**src/rtl/in_service_rotating.sv**
```systemverilog
// In-service register with rotating priority: ack/EOI/rotate/set-priority handling for NUM_IRQ channels.
// Optional build macro IN_SERVICE_AUTO_EOI_EN enables auto-EOI acknowledge handling.
module in_service_rotating #(
    parameter  int NUM_IRQ = 8,
    localparam int LEVEL_W = $clog2(NUM_IRQ)
) (
    input  logic               clock,
    input  logic               reset,
    input  logic [NUM_IRQ-1:0] pending_request,
    input  logic               ack,
    input  logic               eoi,
    input  logic               specific_eoi,
    input  logic               rotate,
    input  logic               set_priority,
    input  logic [LEVEL_W-1:0] cmd_level,
    input  logic               auto_eoi,
    output logic [NUM_IRQ-1:0] in_service,
    output logic [LEVEL_W-1:0] lowest_priority,
    output logic               int_request,
    output logic [LEVEL_W-1:0] ack_level,
    output logic               spurious
);

    // Returns {hit, rank}; rank 0 is the level just above lp in the rotated order.
    function automatic logic [LEVEL_W:0] hp_search(input logic [NUM_IRQ-1:0] vec,
                                                   input logic [LEVEL_W-1:0] lp);
        logic [LEVEL_W:0]   r;
        logic [LEVEL_W-1:0] idx;
        r = '0;
        for (int k = NUM_IRQ - 1; k >= 0; k--) begin
            idx = lp + LEVEL_W'(k + 1);
            if (vec[idx]) r = {1'b1, LEVEL_W'(k)};
        end
        return r;
    endfunction

    logic               auto_mode;
`ifdef IN_SERVICE_AUTO_EOI_EN
    assign auto_mode = auto_eoi;
`else
    logic unused_auto_eoi;
    assign unused_auto_eoi = auto_eoi;
    assign auto_mode       = 1'b0;
`endif

    logic [LEVEL_W:0]   pend_s, isr_s;
    logic               pend_hit, isr_hit;
    logic [LEVEL_W-1:0] pend_rank, isr_rank, hp_pend, hp_isr;

    assign pend_s    = hp_search(pending_request, lowest_priority);
    assign isr_s     = hp_search(in_service, lowest_priority);
    assign pend_hit  = pend_s[LEVEL_W];
    assign isr_hit   = isr_s[LEVEL_W];
    assign pend_rank = pend_s[LEVEL_W-1:0];
    assign isr_rank  = isr_s[LEVEL_W-1:0];
    assign hp_pend   = lowest_priority + pend_rank + LEVEL_W'(1);
    assign hp_isr    = lowest_priority + isr_rank + LEVEL_W'(1);

    // Smaller rank means higher priority, so a strict compare gives "outranks".
    assign int_request = pend_hit && (!isr_hit || (pend_rank < isr_rank));

    logic [NUM_IRQ-1:0] isr_nxt;
    logic [LEVEL_W-1:0] lp_nxt, al_nxt;
    logic               spur_nxt;

    always_comb begin
        isr_nxt  = in_service;
        lp_nxt   = lowest_priority;
        al_nxt   = ack_level;
        spur_nxt = 1'b0;

        // EOI clear lands before the ack set, so a same-bit collision leaves the bit set.
        if (specific_eoi) begin
            isr_nxt[cmd_level] = 1'b0;
            if (rotate) lp_nxt = cmd_level;
        end else if (eoi && isr_hit) begin
            isr_nxt[hp_isr] = 1'b0;
            if (rotate) lp_nxt = hp_isr;
        end

        if (ack) begin
            if (pend_hit) begin
                al_nxt = hp_pend;
                if (!auto_mode)  isr_nxt[hp_pend] = 1'b1;
                else if (rotate) lp_nxt = hp_pend;
            end else begin
                spur_nxt = 1'b1;
            end
        end

        if (set_priority) lp_nxt = cmd_level;
    end

    always_ff @(posedge clock) begin
        if (reset) begin
            in_service      <= '0;
            lowest_priority <= LEVEL_W'(NUM_IRQ - 1);
            ack_level       <= '0;
            spurious        <= 1'b0;
        end else begin
            in_service      <= isr_nxt;
            lowest_priority <= lp_nxt;
            ack_level       <= al_nxt;
            spurious        <= spur_nxt;
        end
    end

endmodule
```
**config.mk**
```make
export PLATFORM = sky130hd
export DESIGN_NAME = in_service_rotating
export DESIGN_NICKNAME = d
export VERILOG_FILES = /design/src/rtl/in_service_rotating.sv
export SDC_FILE = /design/constraint.sdc
export NUM_CORES = 1
export LEC_CHECK = 0
export ABC_AREA = 1
export CAP_MARGIN = 20
export CORE_UTILIZATION = 48
export DETAILED_ROUTE_END_ITERATION = 16
export HOLD_SLACK_MARGIN = 0.05
export PLACE_DENSITY_LB_ADDON = 0.2
export SLEW_MARGIN = 5
export SYNTH_ARGS = -nofsm -noshare
export SYNTH_HDL_FRONTEND = slang
export SYNTH_SLANG_ARGS = --single-unit
```
**constraint.sdc**
```tcl
create_clock -name clock -period 3.07 [get_ports clock]
set_input_delay 0.614 -clock clock [delete_from_list [all_inputs] [get_ports clock]]
set_output_delay 0.614 -clock clock [all_outputs]
set_load 0.02 [all_outputs]
```
After elaboration in Yosys (flattened, before gate mapping)
Index checks and enable logic that the tools add are counted.

word-level totals
  bits of input ports = 19
  memories = 0
  logic and storage cells = 112
  latch bits = 0
  flip-flop bits (word level) = 15
  memory bits (writable) = 0
  output and inout bits = 16
  ROM bits = 0

cells by class
  $add $sub $neg = 11
  shift-type cells = 0
  divide/modulo/power cells = 0
  equality and inequality tests = 0
  order comparisons = 15
  reduce and logical (&&, ||, !) cells = 12
  multiplexer cells = 64
  multipliers = 0
  bitwise gates (word level) = 6

operator list
  operator               count
  $mux W4                16
  $bmux W1 S3            16
  $lt A3 B4 Y1 const B   11
  $mux W8                4
  $mux W1                20
  $and A8 B8 Y8          2
  $not A8 Y8             2
  $mux W3                5
  $add A3 B3 Y3 const B  4
  $add A3 B1 Y3 const B  3
  $demux W1 S3           3
  $ge A3 B1 Y1 const B   3
  $or A8 B8 Y8           1
  $add A3 B2 Y3 const B  2
  $add A3 B3 Y3          2
  $logic_and A1 B1 Y1    5
  $reduce_and A2 Y1      2
  $lt A3 B3 Y1           1
  $reduce_bool A3 Y1     1
  $reduce_bool A2 Y1     1
  $reduce_or A2 Y1       1
  $logic_not A1 Y1       1
  $logic_or A1 B1 Y1     1
  $not A1 Y1             1

Depth between registers and ports, before layout
Gate-level depths: netlist of the first run.

  depth in word-level cells = 23
  gate-level depth with buffers = 26
  depth with buffers taken out = 23

Worst setup path after synthesis of the first run
OpenSTA, ideal clock, no wires.

  kind = flip-flop to output port
  start point = register lowest_priority[0]
  end point = output port int_request
  buffers on the path = 3
  stages on the path, launching flop included = 19
  setup slack = -0.351 ns
  data arrival time = 2.807 ns
  required time = 2.456 ns
  path through = dfxtp_1 > buf_6 > inv_4 > buf_6 > ha_1 > buf_2 > inv_2 > nand3_1 > nand2_1 > nand2_1 > a21oi_2 > nor2_1 > o21bai_1 > ha_1 > nand2_1 > inv_1 > nand2_1 > nand2_1 > a21oi_1

between the ends
  cells in the longest elaborated chain, start to end = 13
  elaborated cells between the ends (all ways) = 59
  those cells by class = add/sub (7); order compare (1); mux (48); reduce/logical (3)

ends and longest elaborated chain
  item                                                             line    source
  from (decl)                                                      18      output logic [LEVEL_W-1:0] lowest_priority,
  from (signal assigned)                                           97      lowest_priority <= LEVEL_W'(NUM_IRQ - 1);
  from (signal assigned)                                           102     lowest_priority <= lp_nxt;
  $add A3 B3 Y3 / $bmux W1 S3 (equally long branches)              31, 32
  $bmux W1 S3 / $mux W1 (equally long branches)                    32      if (vec[idx]) r = {1'b1, LEVEL_W'(k)};
  $mux W1 (implied by the code) / $mux W4 (equally long branches)  32
  $mux W4 (7 in a row)                                             32
  $lt A3 B3 Y1 / $logic_not A1 Y1 (equally long branches)          60      assign int_request = pend_hit && (!isr_hit || (pend_rank < isr_rank));
  $logic_or A1 B1 Y1                                               60
  $logic_and A1 B1 Y1 (*)                                          60
  to (decl)                                                        19      output logic int_request,

Mark *: on every way between the ends. The rest lies on a longest branch, timed or not. The select of a mux whose other input is x is not followed.

Final worst setup path of the first run
Ends and elaborated chain as after synthesis.

==> results.yml, run 1 <==
status:
  outcome: "finished, violations left"
  violations: "negative setup slack"
clock_network:
  cts_sinks: 15
  cts_buffers: 3
  cts_root_buffer: "clkbuf_8"
  insertion_delay_ns: 0.25
  clk_pin_slew_ns: 0.06
  clockBufferDepth: 2
  htree_levels: 1
  cts_tree: "done"
detailed_routing:
  first_iter_violations: 130
  wl_per_cell_um: 13.7
  drt-total-wl_um: 5740
  drc: 0
  routed_via_density: 5.57
  vias: 2335
  dr.pass1.iters: 6
  antenna_left: 0
timing:
  grt_setup_unrepaired: "yes"
  finalCriticalPeriod_ns: 3.22
  tightest_slew_ns: 0.434
  fin_ws_ns: -0.153
  fmax_mhz: 310
  finalSetupViolCount: 9
  skew_ns: 0.00483
  slew_viol_final: 0
  relSlewSlack_pct: 70.9
  fin_crit_sh_pct: 105
  hold_viol_final: 0
global_routing:
  antenna_found_initial: 0
  grt_usage_pct: 27.7
  grt_max_degree: 19
  grt_overflow: 0
  grt_pass1_vias: 2134
  grt_pass1_wl_um: 8980
run:
  maxCapViolations: 0
finish:
  layout_commonest_cell: "nand2_1"
  stdcell_count: 419
  area_growth_pct: 43.8
  layout.nets: 401
  diodes: 0
  fillers: 293
  postLayoutCellArea_mm2: 0.00260
  drive_gt1_share_pct: 28.2
  final_cell_mix: "nand2_1, nand3_1, buf_4"
die:
  dieWidth_um: 63.4
  fp-row-count: 21
  core_area_mm2: 0.00347
  ios: 35
  die_h_um: 63.4
  dieArea_mm2: 0.00401
  start_util_pct: 52.1
placement:
  place_hpwl_um: 4050
  dp.cells: 407
  port_buffers: 33
  postPlaceCellArea_mm2: 0.00236
  place.gp.congestion: 0.913
synth:
  synth_nets: 339
  syn_avg_cell_area_um2: 5.79
  synth_area_mm2: 0.00181
  yosysWarnings: 0
  synth_cells: 312
  ys_ff_latch: 15
  yosysSeqAreaShare_pct: 16.6
  synth_cell_types: 36
worst_setup_path:
  r2r_cells: 22
  crit_type: "register to primary output"
  cp.depth: 16
  cp-start-kind: "register"
  crit_path_cell_trace: "inv_6, ha_4, buf_6, nand3_1, nand2_2, nand2_2, a21oi_4, buf_4, nand2_1, nand2_2, inv_1, ha_4, a21oi_2, nand2_2, a21oi_4, buf_6"
  crit_arrival_ns: 2.61
  cp.required_ns: 2.46
  critPathMaxStageDelay_ns: 0.38
  crit_top_cell: "nand2_2"
  slowest_stage: "dfxtp_4"
  worstSetupEndpointType: "primary output"
  critPathTopFamily: "adder cells"
  path_buf_inv: 5
  cp_max_fo: 5
pwr:
  vdd_drop_max_v: 0.000483
  p_per_area_mw_per_mm2: 790
  leakagePower_nw: 1.24
hold_path:
  whs_path_depth: 2
  hold_class: "register to register"
-- kinds of logic (layout without fill, tap and decap cells) --
family                   Yosys count  in the layout  synth area share [%]
AND/OR/NAND/NOR                  225            225                  55.1
XOR/XNOR                           5              5                  3.88
buffers and inverters             32             93                  8.66
flip-flops                        15             15                  16.6
AO/OA/AOI/OAI                     27             27                  9.35
adder cells (fa/ha/maj)            8              8                  6.37
-- per-layer routing --
| layer | wire [µm] | up-vias | GRT usage [%] |
|---|---|---|---|
| li1 | - | 1143 | - |
| met1 | 2450 | 1057 | 33.6 |
| met2 | 2830 | 110 | 50.4 |
| met3 | 294 | 25 | 2.54 |
| met4 | 169 | 0 | 8.81 |
| met5 | 0 | - | 0 |
-- flip-flops by register name (all words and copies together), names as in the netlist --
register / count
lowest_priority: 3
in_service: 8
spurious: 1
ack_level: 3
-- cell type report --
cell class	instances	area [µm²]	area share (%)
multi-input cells	265	1520	58.5
repair buffers	64	562	21.6
clock buffers	4	45.0	1.73
inverters	25	106	4.09
flip-flops and latches	15	308	11.8
well taps	46	57.6	2.22
-- power breakdown --
group | total (mW) | internal, mW | switching, mW
Sequential | 0.279 | 0.233 | 0.0458
Clock | 0.161 | 0.0919 | 0.0689
Combinational | 1.61 | 0.688 | 0.923
-- worst register-to-register path, delay by kind of cell (launching register included) --
family	cells	cell delay [ns]
and+or+nand+nor	13	1.22
xor gates and xnor gates	1	0.16
adders and majority gates	3	0.86
DFF	1	0.38
buffers and inverters	3	0.25
AOI/OAI and AO/OA	2	0.20
-- timing repair --
| item | in CTS | in global routing |
|---|---|---|
| endpoints found under the setup margin | 8 | 11 |
| pin swaps | 20 | 18 |
| buffers inserted | 2 | 6 |
| gates resized for setup | 28 | 26 |
| hold buffers | 0 | 0 |
-- synthesized netlist by cell type, drive strengths merged --
| library cell | n | share of area, % |
|---|---|---|
| nand2 | 139 | 30 |
| nand3 | 57 | 16 |
| inv | 25 | 5.5 |
| nor2 | 19 | 4.5 |
| a21oi | 15 | 4.8 |
| dfxtp | 15 | 17 |
| buf | 6 | 3.0 |
| ha | 6 | 4.2 |
| nand4 | 5 | 1.7 |
| o211ai | 4 | 1.7 |
| xnor2 | 3 | 2.9 |
| a31oi | 2 | 0.69 |
| fa | 2 | 2.2 |
| nand3b | 2 | 1.0 |
| o21ai | 2 | 0.55 |
| o21bai | 2 | 0.83 |
| xor2 | 2 | 0.97 |
| a211oi | 1 | 0.42 |
| a21boi | 1 | 0.42 |
| and2 | 1 | 0.35 |
| clkbuf | 1 | 0.21 |
| nor3 | 1 | 0.28 |
| or2 | 1 | 0.48 |
-- final timing paths --
check                      from       endpoint  slack, ns
max          lowest_priority[0]    int_request      -0.15
min                ack_level[0]   ack_level[0]       0.51
max reg2reg  lowest_priority[0]  in_service[0]      -0.12
min reg2reg        ack_level[0]   ack_level[0]       0.51
-- stage by stage --
step / setup slack, ns / utilization, % / total power, mW / hold slack, ns / setup TNS (ns)
2_1_floorplan: -0.0357 / - / 1.22 / 0.560 / -0.0783
4_1_cts: -0.0209 / 71.1 / 1.88 / 0.513 / -0.0209
6_report: -0.153 / 74.9 / 2.05 / 0.506 / -0.969
3_3_place_gp: -0.598 / 68.1 / 1.62 / 0.483 / -2.63
5_1_grt: -0.293 / 74.9 / 2.22 / 0.546 / -2.35
3_5_place_dp: -0.639 / 68.1 / 1.64 / 0.488 / -3.16
Note: power is estimated with default switching activity, not from simulation.
==> run 2: changes to the inputs <==
CORE_ASPECT_RATIO = 1.25   (was not set)
==> results.yml, run 2 (same netlist as run 1, synthesis figures left out) <==
global_routing:
  antenna_found_initial: 0
  grt_pass1_wl_um: 9320
  grt_max_degree: 19
  grt_pass1_vias: 2157
  grt_usage_pct: 29.1
  grt_overflow: 0
pwr:
  switchingPower_mw: 0.999
  clkPwrFrac_pct: 8.1
  p_sw_share_pct: 49.8
  combPwrFrac_pct: 78.1
  vdd_drop_max_v: 0.000635
  sequentialPowerShare_pct: 13.9
  cell_internal_pwr_mw: 1.01
  leakagePower_nw: 1.22
  p_per_area_mw_per_mm2: 779
  p_total_mw: 2.01
detailed_routing:
  antenna_left: 0
  routed_via_density: 5.48
  first_iter_violations: 125
  drt-total-wl_um: 5540
  drc: 4
  dr.pass1.iters: 10
  vias: 2248
  wl_per_cell_um: 13.5
timing:
  skew_ns: 0.00154
  tightest_slew_ns: 0.417
  fin_crit_sh_pct: 101
  finalSetupViolCount: 1
  fmax_mhz: 323
  finalCriticalPeriod_ns: 3.10
  grt_setup_unrepaired: "yes"
  hold_viol_final: 0
  slew_viol_final: 0
  relSlewSlack_pct: 72.1
  fin_ws_ns: -0.0300
placement:
  dp.cells: 402
  port_buffers: 33
  pre_cts_ws_ns: -0.667
  place_hpwl_um: 4150
  place.gp.congestion: 0.892
clock_network:
  cts_buffers: 3
  insertion_delay_ns: 0.25
  htree_levels: 1
  clk_pin_slew_ns: 0.06
  cts_tree: "done"
  cts_sinks: 15
  cts_root_buffer: "clkbuf_8"
  clockBufferDepth: 2
  hold_buffers: 0
worst_setup_path:
  crit_type: "register to primary output"
  critPathTopFamily: "adder cells"
  crit_arrival_ns: 2.49
  cp_max_fo: 9
  crit_path_cell_trace: "inv_6, ha_4, nand3_1, nand2_2, nand2_2, a21oi_4, o211ai_1, nand2_1, inv_1, ha_1, nand2_1, inv_1, nand2_1, nand2_2, a21oi_4, buf_6"
  cp.depth: 16
  slowest_stage: "dfxtp_4"
  critPathMaxStageDelay_ns: 0.38
  cp.required_ns: 2.46
  cp-start-kind: "register"
  path_buf_inv: 4
  r2r_cells: 21
  worstSetupEndpointType: "primary output"
hold_path:
  hold_class: "register to register"
  whs_path_depth: 2
die:
  die_h_um: 70.6
  dieArea_mm2: 0.00402
  core_area_mm2: 0.00354
  dieWidth_um: 56.9
  ios: 35
  fp-row-count: 24
  start_util_pct: 51.0
finish:
  layout_commonest_cell: "nand2_1"
  drive_gt1_share_pct: 28.3
  stdcell_count: 410
  top_register: "in_service"
  final_cell_mix: "nand2_1, nand3_1, buf_4"
  layout.nets: 399
  reg_top3: "in_service (8), ack_level (3), lowest_priority (3)"
  area_growth_pct: 42.5
  diodes: 0
  largest_reg_flops: 8
run:
  maxCapViolations: 0
status:
  outcome: "finished, violations left"
  violations: "design-rule violations, negative setup slack"
## run 2: repair_timing
| action | 4_1_cts | 5_1_grt |
|---|---|---|
| cloned | 0 | 0 |
| setup endpoints to repair | 10 | 11 |
| buffers inserted | 3 | 1 |
| gates resized for setup | 40 | 14 |
| pin swaps | 29 | 5 |
## run 2: layer usage
metal / wire (µm) / global-route usage [%] / share of wire, %
met5: 0 / 0 / 0
met4: 167 / 12.5 / 3.0
met3: 159 / 2.56 / 2.9
met2: 3040 / 55.7 / 55
met1: 2180 / 32.2 / 39
## run 2: worst min-delay path, stage by stage, from the launching register on
cell      delay [ns]
dfxtp_1         0.31
nor2_1          0.09
a211oi_1        0.05
## run 2: per-stage QoR
stage	cell area, µm²	hold slack (ns)	setup TNS (ns)	utilization (%)
floorplan	1870	0.560	-0.0783	-
global placement	2370	0.480	-3.35	66.8
detailed placement	2370	0.490	-3.77	66.8
CTS	2520	0.498	0	71.2
global route	2570	0.544	-1.66	72.7
finish	2570	0.498	-0.0300	72.7
## run 2: power groups by stage
| stage | combinational [mW] | clock [mW] | sequential, mW |
|---|---|---|---|
| after global routing | 1.73 | 0.171 | 0.283 |
| after floorplan | 0.914 | 0 | 0.310 |
| after global placement | 1.36 | 0 | 0.280 |
| final | 1.56 | 0.162 | 0.278 |
| after CTS | 1.49 | 0.161 | 0.277 |
| after detailed placement | 1.39 | 0 | 0.280 |
## run 2: area by class of cell
type                            count  area (µm²)
Fill cell                         314         968
Clock buffer                        4        45.0
Multi-Input combinational cell    265        1520
Timing Repair Buffer               62         547
Inverter                           25         106
Sequential cell                    15         309
Tap cell                           39        48.8
## run 2: final timing paths
path | start | end | slack [ns]
min reg2reg | ack_level[1] | ack_level[1] | 0.50
max reg2reg | lowest_priority[0] | in_service[1] | 0.05
max | lowest_priority[0] | int_request | -0.03
min | ack_level[1] | ack_level[1] | 0.50
==> run 3: changes to the inputs <==
CORE_MARGIN = 2   (was not set)
PLACE_DENSITY = 0.85   (was not set)
PLACE_DENSITY_LB_ADDON = not set   (was 0.2)
==> results.yml, run 3 (same netlist as run 1, synthesis figures left out) <==
clock_network:
  cts_tree: "done"
  clockBufferDepth: 2
  clk_pin_slew_ns: 0.06
  cts_buffers: 3
  hold_buffers: 0
  htree_levels: 1
  insertion_delay_ns: 0.25
  cts_root_buffer: "clkbuf_8"
  cts_sinks: 15
timing:
  relSlewSlack_pct: 72.5
  slew_viol_final: 0
  hold_viol_final: 0
  fin_setup_tns_ns: -1.06
  whs_ns: 0.509
  fmax_mhz: 312
  tightest_slew_ns: 0.411
  fin_crit_sh_pct: 104
  finalSetupViolCount: 11
  grt_setup_unrepaired: "yes"
  finalCriticalPeriod_ns: 3.20
  skew_ns: 0.00204
  fin_ws_ns: -0.130
global_routing:
  grt_max_degree: 19
  grt_pass1_vias: 2123
  grt_pass1_wl_um: 8920
  antenna_found_initial: 0
  grt_overflow: 0
  grt_usage_pct: 26.5
detailed_routing:
  routed_via_density: 5.52
  first_iter_violations: 165
  drc: 2
  vias: 2329
  antenna_left: 0
  drt-total-wl_um: 5950
  dr.pass1.iters: 11
  wl_per_cell_um: 14.1
finish:
  area_growth_pct: 50.7
  layout_commonest_cell: "nand2_1"
  drive_gt1_share_pct: 33.2
  stdcell_count: 422
  postLayoutCellArea_mm2: 0.00272
  largest_reg_flops: 8
  fillers: 272
  reg_top3: "in_service (8), ack_level (3), lowest_priority (3)"
  diodes: 0
  final_cell_mix: "nand2_1, nand3_1, buf_4"
  top_register: "in_service"
  layout.nets: 411
placement:
  dp.cells: 403
  port_buffers: 33
  postPlaceCellArea_mm2: 0.00238
  place_hpwl_um: 4070
  place.gp.congestion: 0.892
pwr:
  leakagePower_nw: 1.29
  p_per_area_mw_per_mm2: 788
  vdd_drop_max_v: 0.000564
worst_setup_path:
  cp_max_fo: 6
  cp.required_ns: 3.19
  r2r_cells: 22
  cp-start-kind: "register"
  r2r-start: "lowest_priority[0]"
  crit_type: "register to register"
  worstSetupEndpoint: "in_service[2]"
  crit_arrival_ns: 3.32
  worstSetupEndpointType: "register"
  rr_endpoint: "in_service[2]"
  crit_path_start: "lowest_priority[0]"
  r2r_slack_ns: -0.13
die:
  fp-row-count: 24
  core_area_mm2: 0.00354
  dieArea_mm2: 0.00427
  dieWidth_um: 58.9
  die_h_um: 72.6
  start_util_pct: 51.0
  ios: 35
hold_path:
  min-delay-start: "ack_level[1]"
  hold_class: "register to register"
status:
  outcome: "finished, violations left"
  violations: "design-rule violations, negative setup slack"
run:
  maxCapViolations: 0
-- run 3: cell count changes in the layout (fill, tap and decap cells not counted), moves of 2 or more --
cell,delta
buf_4,+10
buf_6,+3
nand2_1,-3
nand2_2,+2
nand3_1,-8
nand3_2,+8
nor2_1,+2
nor2_2,-2
-- run 3: what timing repair did --
item,4_1_cts,5_1_grt
buffers inserted,10,5
endpoints found under the setup margin,10,11
pin swaps,27,23
gates resized for setup,35,33
-- run 3: worst max-delay path, stage by stage, from the launching register on --
cell and delay [ns]:
dfxtp_4 0.38, inv_6 0.04, ha_4 0.31, buf_6 0.13, nand3_1 0.09, nand2_2 0.10, nand2_2 0.07, nand2_2 0.05
nand2_1 0.05, nand2_1 0.05, nand2_1 0.04, nand2_1 0.07, nand2_2 0.06, a21oi_2 0.17, inv_1 0.07, ha_2 0.17
fa_2 0.35, xor2_2 0.19, nand3b_1 0.23, nand2_4 0.15, nand3_1 0.11, nand3_1 0.11, a21oi_1 0.07
-- run 3: worst min-delay path by stage --
stage                         endpoint  slack (ns)  depth (start not counted)
after floorplan           ack_level[0]        0.56                          2
after global placement    ack_level[1]        0.48                          2
after detailed placement  ack_level[0]        0.49                          2
after CTS                 ack_level[0]        0.51                          2
after global routing      ack_level[1]        0.53                          2
final                     ack_level[1]        0.51                          2
-- run 3: metrics by stage --
| step | power (mW) | utilization (%) | setup slack (ns) |
|---|---|---|---|
| after floorplan | 1.22 | - | -0.0357 |
| after global placement | 1.64 | 67.1 | -0.601 |
| after detailed placement | 1.67 | 67.1 | -0.632 |
| after CTS | 1.94 | 72.4 | -0.00982 |
| after global routing | 2.30 | 76.8 | -0.330 |
| final | 2.14 | 76.8 | -0.130 |
-- run 3: power breakdown --
part	internal [mW]	leakage [nW]	switching (mW)
clock network	0.0920	0.0228	0.0707
registers	0.233	0.123	0.0475
logic	0.749	1.15	0.952
total	1.07	1.29	1.07
-- run 3: cell type report --
class	instances	area [µm²]	share of cell area [%]
clock buffers	4	45.0	1.65
inverters	25	106	3.91
multi-input cells	265	1570	57.8
flip-flops and latches	15	308	11.3
well taps	39	48.8	1.79
repair buffers	74	641	23.5
-- run 3: layer usage --
metal,track usage [%],routed length (µm)
met3,3.01,313
met1,29.0,2290
met5,0,0
met4,11.1,204
met2,50.1,3150
